`config.mk`:
```
export PLATFORM = sky130hd
export DESIGN_NAME = id_stage_pipe
export DESIGN_NICKNAME = d
export VERILOG_FILES = /design/src/rtl/id_stage_pipe_pkg.sv /design/src/rtl/id_stage_pipe_regfile.sv /design/src/rtl/id_stage_pipe.sv
export SDC_FILE = /design/constraint.sdc
export NUM_CORES = 2
export LEC_CHECK = 0
export BUFFER_PORTS_ARGS = -buffer_cell sky130_fd_sc_hd__buf_2
export CAP_MARGIN = 25
export CORE_MARGIN = 3
export CORE_UTILIZATION = 35
export CTS_BUF_LIST = sky130_fd_sc_hd__clkbuf_8
export CTS_CLUSTER_DIAMETER = 150
export DETAILED_ROUTE_END_ITERATION = 8
export PLACE_DENSITY = 0.56
export SYNTH_ARGS = -nofsm -noshare
export SYNTH_HDL_FRONTEND = slang
export SYNTH_SLANG_ARGS = --single-unit
```
`constraint.sdc`:
```
create_clock -name clk -period 13 [get_ports clk]
set_input_delay 0.65 -clock clk [delete_from_list [all_inputs] [get_ports clk]]
set_output_delay 0.65 -clock clk [all_outputs]
set_load 0.03 [all_outputs]
```
`src/rtl/id_stage_pipe_pkg.sv`:
```
// Shared types and helpers for the RV32I decode stage: writeback mux selects,
// opcodes, the ID/EX record, immediate generation and load alignment.
package regfilemux;

   typedef enum logic [3:0] {
      alu_out  = 4'd0,
      br_en    = 4'd1,
      u_imm    = 4'd2,
      lw       = 4'd3,
      pc_plus4 = 4'd4,
      lb       = 4'd5,
      lbu      = 4'd6,
      lh       = 4'd7,
      lhu      = 4'd8
   } regfilemux_sel_t;

endpackage : regfilemux

package rv32i_types;

   typedef enum logic [6:0] {
      op_lui   = 7'b0110111,
      op_auipc = 7'b0010111,
      op_jal   = 7'b1101111,
      op_jalr  = 7'b1100111,
      op_br    = 7'b1100011,
      op_load  = 7'b0000011,
      op_store = 7'b0100011,
      op_imm   = 7'b0010011,
      op_reg   = 7'b0110011,
      op_csr   = 7'b1110011
   } rv32i_opcode;

   typedef enum logic [2:0] {
      IMM_I,
      IMM_S,
      IMM_B,
      IMM_U,
      IMM_J,
      IMM_NONE
   } imm_type_t;

   // Per-cycle action of the ID/EX register, in priority order.
   typedef enum logic [2:0] {
      ACT_RESET,
      ACT_FLUSH,
      ACT_HOLD,
      ACT_BUBBLE,
      ACT_ISSUE
   } id_action_t;

   typedef struct packed {
      logic [31:0] pc;
      logic [6:0]  opcode;
      logic [2:0]  funct3;
      logic [6:0]  funct7;
      logic [4:0]  rs1;
      logic [4:0]  rs2;
      logic [4:0]  rd;
      logic [31:0] rs1_data;
      logic [31:0] rs2_data;
      logic [31:0] imm;
   } id_ex_t;

   function automatic imm_type_t imm_type_of(input logic [6:0] opc);
      case (opc)
         op_load, op_imm, op_jalr: return IMM_I;
         op_store:                 return IMM_S;
         op_br:                    return IMM_B;
         op_lui, op_auipc:         return IMM_U;
         op_jal:                   return IMM_J;
         default:                  return IMM_NONE;
      endcase
   endfunction

   function automatic logic [31:0] imm_gen(input logic [31:0] instr);
      case (imm_type_of(instr[6:0]))
         IMM_I:   return {{21{instr[31]}}, instr[30:20]};
         IMM_S:   return {{21{instr[31]}}, instr[30:25], instr[11:7]};
         IMM_B:   return {{20{instr[31]}}, instr[7], instr[30:25], instr[11:8], 1'b0};
         IMM_U:   return {instr[31:12], 12'h000};
         IMM_J:   return {{12{instr[31]}}, instr[19:12], instr[20], instr[30:21], 1'b0};
         default: return '0;
      endcase
   endfunction

   // Byte loads pick the lane named by lo; half loads use lo[1] only.
   function automatic logic [31:0] load_align(input regfilemux::regfilemux_sel_t sel,
                                              input logic [31:0] rdata,
                                              input logic [1:0] lo);
      logic [7:0]  b;
      logic [15:0] h;
      b = rdata[{lo, 3'b000} +: 8];
      h = lo[1] ? rdata[31:16] : rdata[15:0];
      case (sel)
         regfilemux::lb:  return {{24{b[7]}}, b};
         regfilemux::lbu: return {24'h000000, b};
         regfilemux::lh:  return {{16{h[15]}}, h};
         regfilemux::lhu: return {16'h0000, h};
         default:         return rdata;
      endcase
   endfunction

endpackage : rv32i_types

```
`src/rtl/id_stage_pipe_regfile.sv`:
```
// Two-read one-write register file with x0 tied to zero and optional
// write-through forwarding of the same-cycle write to both read ports.
module regfile_bypass
#(
   parameter int unsigned NREGS  = 32,
   parameter int unsigned XLEN   = 32,
   parameter bit          BYPASS = 1'b1,
   parameter int unsigned AW     = $clog2(NREGS)
) (
   input  logic            clk,
   input  logic            rst,
   input  logic            we,
   input  logic [AW-1:0]   waddr,
   input  logic [XLEN-1:0] wdata,
   input  logic [AW-1:0]   raddr1,
   input  logic [AW-1:0]   raddr2,
   output logic [XLEN-1:0] rdata1,
   output logic [XLEN-1:0] rdata2
);

   logic [XLEN-1:0] regs [NREGS];

   // Register storage: cleared on reset, writes to x0 dropped.
   always_ff @(posedge clk) begin
      if (rst) begin
         for (int unsigned i = 0; i < NREGS; i++) begin
            regs[i] <= '0;
         end
      end else if (we && (waddr != '0)) begin
         regs[waddr] <= wdata;
      end
   end

   // Read port 1: x0 is zero, otherwise forward a matching write or read storage.
   always_comb begin
      rdata1 = '0;
      if (raddr1 != '0) begin
         if (BYPASS && we && (raddr1 == waddr)) rdata1 = wdata;
         else                                   rdata1 = regs[raddr1];
      end
   end

   // Read port 2: same rules as port 1.
   always_comb begin
      rdata2 = '0;
      if (raddr2 != '0) begin
         if (BYPASS && we && (raddr2 == waddr)) rdata2 = wdata;
         else                                   rdata2 = regs[raddr2];
      end
   end

endmodule : regfile_bypass

```
`src/rtl/id_stage_pipe.sv`:
```
// RV32I decode stage: register file with writeback mux, immediate generation,
// load-use stall and a registered ID/EX stage with valid/ready and flush.
module id_stage_pipe
   import rv32i_types::*;
#(
   parameter int unsigned XLEN      = 32,
   parameter int unsigned NREGS     = 32,
   parameter bit          BYPASS    = 1'b1,
   parameter bit          HAZARD_EN = 1'b1,
   parameter int unsigned AW        = $clog2(NREGS)
) (
   input  logic                            clk,
   input  logic                            rst,
   input  logic                            if_valid,
   output logic                            if_ready,
   input  logic [XLEN-1:0]                 if_pc,
   input  logic [31:0]                     if_instr,
   input  logic                            flush,
   input  logic                            ex_ready,
   input  logic                            ex_is_load,
   input  logic [AW-1:0]                   ex_rd,
   output logic                            id_valid,
   output logic [XLEN-1:0]                 id_pc,
   output logic [6:0]                      id_opcode,
   output logic [2:0]                      id_funct3,
   output logic [6:0]                      id_funct7,
   output logic [AW-1:0]                   id_rs1,
   output logic [AW-1:0]                   id_rs2,
   output logic [AW-1:0]                   id_rd,
   output logic [XLEN-1:0]                 id_rs1_data,
   output logic [XLEN-1:0]                 id_rs2_data,
   output logic [XLEN-1:0]                 id_imm,
   input  logic                            wb_valid,
   input  logic [AW-1:0]                   wb_rd,
   input  regfilemux::regfilemux_sel_t     wb_sel,
   input  logic [XLEN-1:0]                 wb_alu,
   input  logic [XLEN-1:0]                 wb_u_imm,
   input  logic [XLEN-1:0]                 wb_pc,
   input  logic [XLEN-1:0]                 wb_mem_rdata,
   input  logic                            wb_br_en,
   input  logic [1:0]                      wb_addr_lo
);

   logic [6:0]      opc;
   logic [AW-1:0]   rs1;
   logic [AW-1:0]   rs2;
   logic [AW-1:0]   rd;
   logic [XLEN-1:0] wb_data;
   logic [XLEN-1:0] rf_rdata1;
   logic [XLEN-1:0] rf_rdata2;
   logic            uses_rs1;
   logic            uses_rs2;
   logic            hazard;
   logic            advance;
   id_action_t      action;
   id_ex_t          dec;
   id_ex_t          id_q;

   assign opc = if_instr[6:0];
   assign rs1 = AW'(if_instr[19:15]);
   assign rs2 = AW'(if_instr[24:20]);
   assign rd  = AW'(if_instr[11:7]);

   // Writeback value selection, including load byte/half alignment.
   always_comb begin
      wb_data = '0;
      case (wb_sel)
         regfilemux::alu_out:  wb_data = wb_alu;
         regfilemux::br_en:    wb_data = XLEN'(wb_br_en);
         regfilemux::u_imm:    wb_data = wb_u_imm;
         regfilemux::pc_plus4: wb_data = wb_pc + XLEN'(4);
         default:              wb_data = XLEN'(load_align(wb_sel, 32'(wb_mem_rdata), wb_addr_lo));
      endcase
   end

   regfile_bypass #(
      .NREGS  (NREGS),
      .XLEN   (XLEN),
      .BYPASS (BYPASS),
      .AW     (AW)
   ) u_regfile (
      .clk    (clk),
      .rst    (rst),
      .we     (wb_valid),
      .waddr  (wb_rd),
      .wdata  (wb_data),
      .raddr1 (rs1),
      .raddr2 (rs2),
      .rdata1 (rf_rdata1),
      .rdata2 (rf_rdata2)
   );

   // Source-operand usage by opcode for hazard detection.
   always_comb begin
      uses_rs1 = 1'b1;
      uses_rs2 = 1'b0;
      case (opc)
         op_lui, op_auipc, op_jal: uses_rs1 = 1'b0;
         default:                  uses_rs1 = 1'b1;
      endcase
      case (opc)
         op_br, op_store, op_reg: uses_rs2 = 1'b1;
         default:                 uses_rs2 = 1'b0;
      endcase
   end

   // ex_rd/ex_is_load describe the ID/EX occupant, so the stall needs id_valid.
   assign hazard = HAZARD_EN && if_valid && id_valid && ex_is_load && (ex_rd != '0) &&
                   ((uses_rs1 && (rs1 == ex_rd)) || (uses_rs2 && (rs2 == ex_rd)));
   assign advance = ex_ready || !id_valid;

   // Pick this cycle's ID/EX action: rst > flush > hold > bubble > issue.
   always_comb begin
      action = ACT_ISSUE;
      if (rst)           action = ACT_RESET;
      else if (flush)    action = ACT_FLUSH;
      else if (!advance) action = ACT_HOLD;
      else if (hazard)   action = ACT_BUBBLE;
   end

   assign if_ready = (action == ACT_FLUSH) || (action == ACT_ISSUE);

   // Decoded record of the instruction currently in IF/ID.
   always_comb begin
      dec          = '0;
      dec.pc       = 32'(if_pc);
      dec.opcode   = opc;
      dec.funct3   = if_instr[14:12];
      dec.funct7   = if_instr[31:25];
      dec.rs1      = 5'(rs1);
      dec.rs2      = 5'(rs2);
      dec.rd       = 5'(rd);
      dec.rs1_data = 32'(rf_rdata1);
      dec.rs2_data = 32'(rf_rdata2);
      dec.imm      = imm_gen(if_instr);
   end

   // ID/EX register update according to the selected action.
   always_ff @(posedge clk) begin
      case (action)
         ACT_RESET: begin
            id_q     <= '0;
            id_valid <= 1'b0;
         end
         ACT_FLUSH, ACT_BUBBLE: begin
            id_valid <= 1'b0;
         end
         ACT_HOLD: begin
            id_valid <= id_valid;
         end
         default: begin
            id_q     <= dec;
            id_valid <= if_valid;
         end
      endcase
   end

   assign id_pc       = XLEN'(id_q.pc);
   assign id_opcode   = id_q.opcode;
   assign id_funct3   = id_q.funct3;
   assign id_funct7   = id_q.funct7;
   assign id_rs1      = AW'(id_q.rs1);
   assign id_rs2      = AW'(id_q.rs2);
   assign id_rd       = AW'(id_q.rd);
   assign id_rs1_data = XLEN'(id_q.rs1_data);
   assign id_rs2_data = XLEN'(id_q.rs2_data);
   assign id_imm      = XLEN'(id_q.imm);

endmodule : id_stage_pipe
```
# Word level (Yosys, flattened, before mapping)
# Memory sizes are Yosys's and may differ from the RTL's.
# Index checks and enable logic that the tools add are counted.
dict set report word_totals {
  n_memories 1
  mem_bits_ro 0
  elab_cells 94
  mem_bits_rw 1024
  out_inout_bits 162
  in_bits 216
  ff_bits 161
  latchBits 0
}
# memory words width rd rd_ports_with_merged_regs wr line_no
set memory_table {}
lappend memory_table {u_regfile.regs 32 32 2 0 32 id_stage_pipe_regfile.sv:21} ;# logic [XLEN-1:0] regs [NREGS];
dict set report classes {
  mux 25
  n_mul 0
  n_lt_le_gt_ge 0
  div_mod_pow 0
  bitwise 0
  add_sub_neg 1
  reduce_logical 27
  eq_ne 28
  shifts 1
}
# op n
set op_table {}
lappend op_table {{160-bit case mux with 2 select lines} 1}
lappend op_table {{32-bit case mux with 4 select lines} 2}
lappend op_table {{32-bit two-way mux} 5}
lappend op_table {{32-bit case mux with 5 select lines} 1}
lappend op_table {{32-bit by 3-bit adder with 32-bit output, second input constant} 1}
lappend op_table {{32-bit OR reduction} 1}
lappend op_table {{32-bit by 6-bit indexed part select with 8-bit output} 1}
lappend op_table {{7-bit by 6-bit equality test with 1-bit output, second input constant} 3}
lappend op_table {{7-bit equality test, second input constant} 3}
lappend op_table {{5-bit equality test} 4}
lappend op_table {{5-bit nonzero test} 4}
lappend op_table {{4-bit by 3-bit equality test with 1-bit output, second input constant} 4}
lappend op_table {{16-bit two-way mux} 1}
lappend op_table {{3-bit case mux with 5 select lines} 1}
lappend op_table {{3-bit OR reduction} 5}
lappend op_table {{7-bit by 5-bit equality test with 1-bit output, second input constant} 2}
lappend op_table {{3-bit by 2-bit equality test with 1-bit output, second input constant} 4}
lappend op_table {{3-bit two-way mux} 4}
lappend op_table {{1-bit logical AND} 9}
lappend op_table {{1-bit two-way mux} 8}
lappend op_table {{7-bit by 2-bit equality test with 1-bit output, second input constant} 1}
lappend op_table {{3-bit by 1-bit equality test with 1-bit output, second input constant} 2}
lappend op_table {{3-bit equality test, second input constant} 2}
lappend op_table {{3-bit logical NOT} 2}
lappend op_table {{other kinds (9)} 11}

# Depth between registers and ports, before layout
dict set report logic_depth {
  depth_word 13
  depth_mapped 12
  ltp_nobuf 7
}

# Cells and area by module
# A second synthesis with hierarchy kept.
dict set report unflattened {
  cells_unflattened 4585
  area_unflattened_um2 63611.0
}
# mod cells_each seq_area_each_um2 area_each_um2 n_inst
set modules_own_cells {}
lappend modules_own_cells {regfile_bypass 3740 30749.5 54722.5 1}
lappend modules_own_cells {id_stage_pipe 845 4834.6 8888.5 1}

# Worst setup path before layout
# No wires, ideal clock.
dict set report synth_path {
  kind {input to register}
  start {input if_instr[20]}
  end {register id_q, in the netlist id_funct3[0], enable pin}
  path_stages 10
  t_required_ns 12.286
  path_buffers 4
  path_slack_ns 3.050
  setup_time_ns 0.714
  t_arrival_ns 9.236
  path_cell_list {clkbuf_1 buf_4 buf_6 buf_4 xnor2_1 nand3_1 nor4_1 o21ai_0 nand2b_1 o21bai_1}
}
dict set report synth_via {
  elab_chain_len 10
  word_cells_on_any_way 12
  cone_classes {eq/ne: 4; mux: 4; reduce/logical: 4}
}
# element line_no
set synth_rtl {}
lappend synth_rtl {{start, declared} id_stage_pipe.sv:17} ;# input logic [31:0] if_instr,
lappend synth_rtl {{5-bit equality test (*)} id_stage_pipe.sv:109} ;# ((uses_rs1 && (rs1 == ex_rd)) || (uses_rs2 && (rs2 == ex_rd)));
lappend synth_rtl {{1-bit logical AND (*)} id_stage_pipe.sv:109}
lappend synth_rtl {{1-bit logical OR (*)} id_stage_pipe.sv:109}
lappend synth_rtl {{1-bit logical AND (*)} id_stage_pipe.sv:108} ;# assign hazard = HAZARD_EN && if_valid && id_valid && ex_is_load && (ex_rd != '0) &&
lappend synth_rtl {{3-bit two-way mux (*)} id_stage_pipe.sv:118} ;# else if (hazard) action = ACT_BUBBLE;
lappend synth_rtl {{3-bit two-way mux (*)} id_stage_pipe.sv:117} ;# else if (!advance) action = ACT_HOLD;
lappend synth_rtl {{3-bit two-way mux (*)} id_stage_pipe.sv:116} ;# else if (flush) action = ACT_FLUSH;
lappend synth_rtl {{3-bit two-way mux (*)} id_stage_pipe.sv:115} ;# if (rst) action = ACT_RESET;
lappend synth_rtl {{3-bit by 1-bit equality test with 1-bit output or 3-bit by 2-bit equality test with 1-bit output (tied branches)} id_stage_pipe.sv:140} ;# case (action)
lappend synth_rtl {{3-bit OR reduction (no line) (*)} n/a}
lappend synth_rtl {{end signal, assigned} id_stage_pipe.sv:142} ;# id_q <= '0;
lappend synth_rtl {{end signal, assigned} id_stage_pipe.sv:152} ;# id_q <= dec;
lappend synth_rtl {{end, declared} id_stage_pipe.sv:57} ;# id_ex_t id_q;
# Mark *: on every way between the ends. The rest lies on a longest branch, timed or not.
# A chain may end at the register's enable or synchronous reset.

# Worst setup path in the final report
dict set report layout_path {
  start {input if_instr[20]}
  end {register id_q, in the netlist id_rs2_data[19] (data pin)}
}
dict set report layout_via {
  elab_chain_len 11
  word_cells_on_any_way 20
  cone_classes {eq/ne: 5; mux: 7; reduce/logical: 7; memory: 1}
}
# element line_no
set layout_rtl {}
lappend layout_rtl {{5-bit equality test} id_stage_pipe.sv:109}
lappend layout_rtl {{1-bit logical AND} id_stage_pipe.sv:109}
lappend layout_rtl {{1-bit logical OR} id_stage_pipe.sv:109}
lappend layout_rtl {{1-bit logical AND} id_stage_pipe.sv:108}
lappend layout_rtl {{3-bit two-way mux} id_stage_pipe.sv:118}
lappend layout_rtl {{3-bit two-way mux} id_stage_pipe.sv:117}
lappend layout_rtl {{3-bit two-way mux} id_stage_pipe.sv:116}
lappend layout_rtl {{3-bit two-way mux} id_stage_pipe.sv:115}
lappend layout_rtl {{3-bit by 1-bit equality test with 1-bit output or 3-bit by 2-bit equality test with 1-bit output (tied branches)} id_stage_pipe.sv:140}
lappend layout_rtl {{3-bit OR reduction (no line)} n/a}
lappend layout_rtl {{160-bit case mux with 2 select lines (*)} id_stage_pipe.sv:140}
# Marked as above.

==> impl_metrics.csv <==
group,metric,value,unit
floorplanning,die_y,421.9,um
final_layout,drive_gt1_share,27.46,%
setup_path,worst-path-buf-inv,4,
setup_path,worstSetupPathType,"primary input to flip-flop",
setup_path,cp-end-kind,"flip-flop",
timing,fin_crit,4.072,ns
final_layout,syn2layout_area_growth,14.01,%
timing,setup_ws,8.928,ns
timing,rsz0062_at_grt,"no",
setup_path,max_stage_delay,0.82,ns
floorplanning,io_pins,378,
setup_path,cp_top_family,"buffers and inverters",
pwr,p_per_area,131.6,nW/um^2
global_routing,grt_pass1_vias,43560,
global_routing,met3_usage,9.112,%
logic_synthesis,ys_async_sr_fraction,0,%
global_routing,grt.total_usage,27.78,%
clock_network,cts_resized,0,
clock_network,clk_pin_slew,0.06,ns
global_routing,grt_pass1_wl,346900,um
setup_path,cp_max_fo,79,
pwr,p_leak,24.42,nW
hold_path,min_path_type,"primary input to flip-flop",
clock_network,cts_sinks,1185,
timing,post-route-period-util,31.33,%
setup_path,worstPathRequired,13.66,ns
global_routing,overflow,0,
global_routing,grt_max_degree,88,
global_routing,antenna_found_initial,26,
global_routing,grtUsageMet1,34.88,%
floorplanning,start_util,35.25,%
clock_network,clk_latency,0.96,ns
logic_synthesis,syn-cell-area,60540,sq um
routing,drt-total-wl,252600,um
logic_synthesis,synth-main-ff-cell,"edfxtp_1",
placed_design,dpl.hpwl,145700,um
timing,timing.final.hold_violations,0,
placed_design,routabilityCongestion,0.9664,
setup_path,critPathSlowestCell,"buf_4",
floorplanning,die_area,178000,sq um
final_layout,nNetsFinal,4922,
clock_network,clk_path_buf_depth,3,
setup_path,crit_path_cell_trace,"buf_8 > buf_4 > buf_12 > buf_4 > mux4_2 > a22o_1 > a2111oi_0 > a311o_1 > o21ai_0",
setup_path,cp_common_cell,"buf_4",
placed_design,dpl-instance-area,64970,sq um
timing,hold_ws,0.1117,ns
routing,drc_errors,0,
floorplanning,placement_rows,152,
floorplanning,coreArea,171700,sq um
routing,wire_per_inst,35.18,um
clock_network,hold_buffers,43,
routing,dr_total_vias,44420,
timing,max-slew-margin-rel,26.53,%
logic_synthesis,yosys_warnings,0,
floorplanning,die_w,421.9,um
timing,final-max-slew-violation-count,0,
logic_synthesis,synth-seq-cells,1185,
timing,max_freq,245.6,MHz
timing,setup_viol,0,
logic_synthesis,synth_area_per_cell,13.84,sq um
setup_path,cp-start-kind,"primary input",
outcome,outcome,"complete, no violations",
timing,worst_pin_slew,1.074,ns
run,drv_cap,0,
setup_path,worstPathArrival,4.73,ns
clock_network,cts-root-buf,"clkbuf_8",
logic_synthesis,synth_seq_area_share,58.78,%
placed_design,dp_slack,7.810,ns
routing,dr.pass1.iters,8,
timing,fin_setup_tns,0,ns
clock_network,post_cts_buffers,0,
final_layout,design_area,69020,sq um
pwr,ir_drop,0.0001033,V
routing,drt_iter0_drc,6177,
clock_network,numCtsBuffers,195,
timing,fin_skew,0.06062,ns
logic_synthesis,synthCells,4375,
logic_synthesis,synth.distinct_cells,77,
routing,viasPerCell,6.188,
global_routing,grt_use_met2,42.81,%
placed_design,io_buffers,377,
global_routing,top_usage_layer,"met2",
clock_network,htreeDepth,4,
clock_network,cts_tree,"built",
logic_synthesis,synth_edf_count,1185,
routing,ant_nets,0,
[power breakdown]
part | switching (W) | total (W) | leakage, nW | internal [W]
Clock | 0.00160 | 0.00311 | 2.03 | 0.00151
Sequential | 0.000130 | 0.00458 | 11.5 | 0.00445
Combinational | 0.000922 | 0.00140 | 10.9 | 0.000480
Total | 0.00265 | 0.00909 | 24.4 | 0.00644
[per-stage QoR]
stage          power (W)  util (%)  instances
5_1_grt         0.009345     40.18       7175
4_1_cts         0.009077     40.13       7161
3_3_place_gp    0.005986     37.77       6762
3_5_place_dp    0.006007     37.83       6771
2_1_floorplan   0.005438         -       4406
6_report        0.009085     40.19       7179
[cell type report]
type | count | area, sq um
multi-input cells | 2758 | 23470
clock buffers | 197 | 2711
inverters | 9 | 33.78
clock inverters | 150 | 804.5
fillers | 16060 | 102700
flip-flops and latches | 1185 | 35580
repair buffers | 556 | 3493
diodes | 14 | 35.03
well taps | 2310 | 2890
[cells in the final DEF (no fill, tap or decap), drive strengths merged, types with 80 or more instances in the layout]
| cell type | instances |
|---|---|
| a21oi | 120 |
| mux4 | 443 |
| inv | 80 |
| a22oi | 97 |
| buf | 513 |
| edfxtp | 1185 |
| clkbuf | 197 |
| nand2 | 134 |
| mux2i | 168 |
| nor2 | 1050 |
[per-layer routing]
| layer | share of wire [%] | routed length [um] |
|---|---|---|
| met5 | 0.11 | 271 |
| met4 | 5.7 | 14310 |
| met3 | 13 | 32590 |
| met2 | 45 | 114300 |
| met1 | 36 | 91120 |
[path summary, 6_finish.rpt]
path	end	start	slack, ns	cells past startpoint
worst max-delay path	id_rs2_data[19]	if_instr[20]	8.93	9
worst min-delay path	id_valid	flush	0.11	3
worst max register to register	id_rs1_data[28]	id_valid	9.74	7
worst min register to register	id_valid	id_valid	0.78	2
[worst reg2reg max path: cells and delay by family, from the launching register on]
| family | cells | cell delay [ns] |
|---|---|---|
| compound gates | 3 | 0.43 |
| simple gates | 2 | 0.39 |
| buf+inv | 2 | 1.58 |
| flops | 1 | 0.41 |
[synth_stat cells (all sizes together) (20+ instances only)]
| cell type | number | area share, % |
|---|---|---|
| a2111oi | 20 | 0.32 |
| mux4 | 443 | 16 |
| mux2i | 168 | 2.8 |
| edfxtp | 1185 | 59 |
| o22ai | 79 | 0.82 |
| xnor2 | 26 | 0.38 |
| nand3 | 44 | 0.36 |
| nor2 | 1050 | 6.5 |
| o221ai | 34 | 0.49 |
| nand2 | 134 | 0.83 |
| a22o | 36 | 0.52 |
| clkbuf | 239 | 1.5 |
| buf | 215 | 2.1 |
| a21oi | 120 | 1.0 |
| nor2b | 79 | 0.82 |
| a211oi | 52 | 0.65 |
| nand2b | 45 | 0.47 |
| nor3 | 20 | 0.17 |
| xor2 | 22 | 0.32 |
| a22oi | 97 | 1.2 |
| o21ai | 64 | 0.55 |
[flip-flops by register name, summed over array words and instances, names as in the netlist]
register,flops
id_opcode,7
id_imm,32
id_rs2,5
id_rs1,5
id_pc,32
id_rs1_data,32
id_rs2_data,32
id_funct3,3
id_valid,1
u_regfile.regs,1024
id_funct7,7
id_rd,5
[kinds of logic (layout without fill, tap and decap cells)]
kind of cell / after synthesis / count (layout) / share of synthesized area [%]
buf+inv: 463 / 912 / 3.660
other cells: 1 / 46 / 0.006194
fa+ha+maj: 1 / 1 / 0.02066
compound gates: 609 / 609 / 7.281
mux: 629 / 629 / 19.59
simple gates: 1439 / 1439 / 9.966
xor+xnor: 48 / 48 / 0.6944
flops: 1185 / 1185 / 58.78
Power figures use the tool's default switching activity.
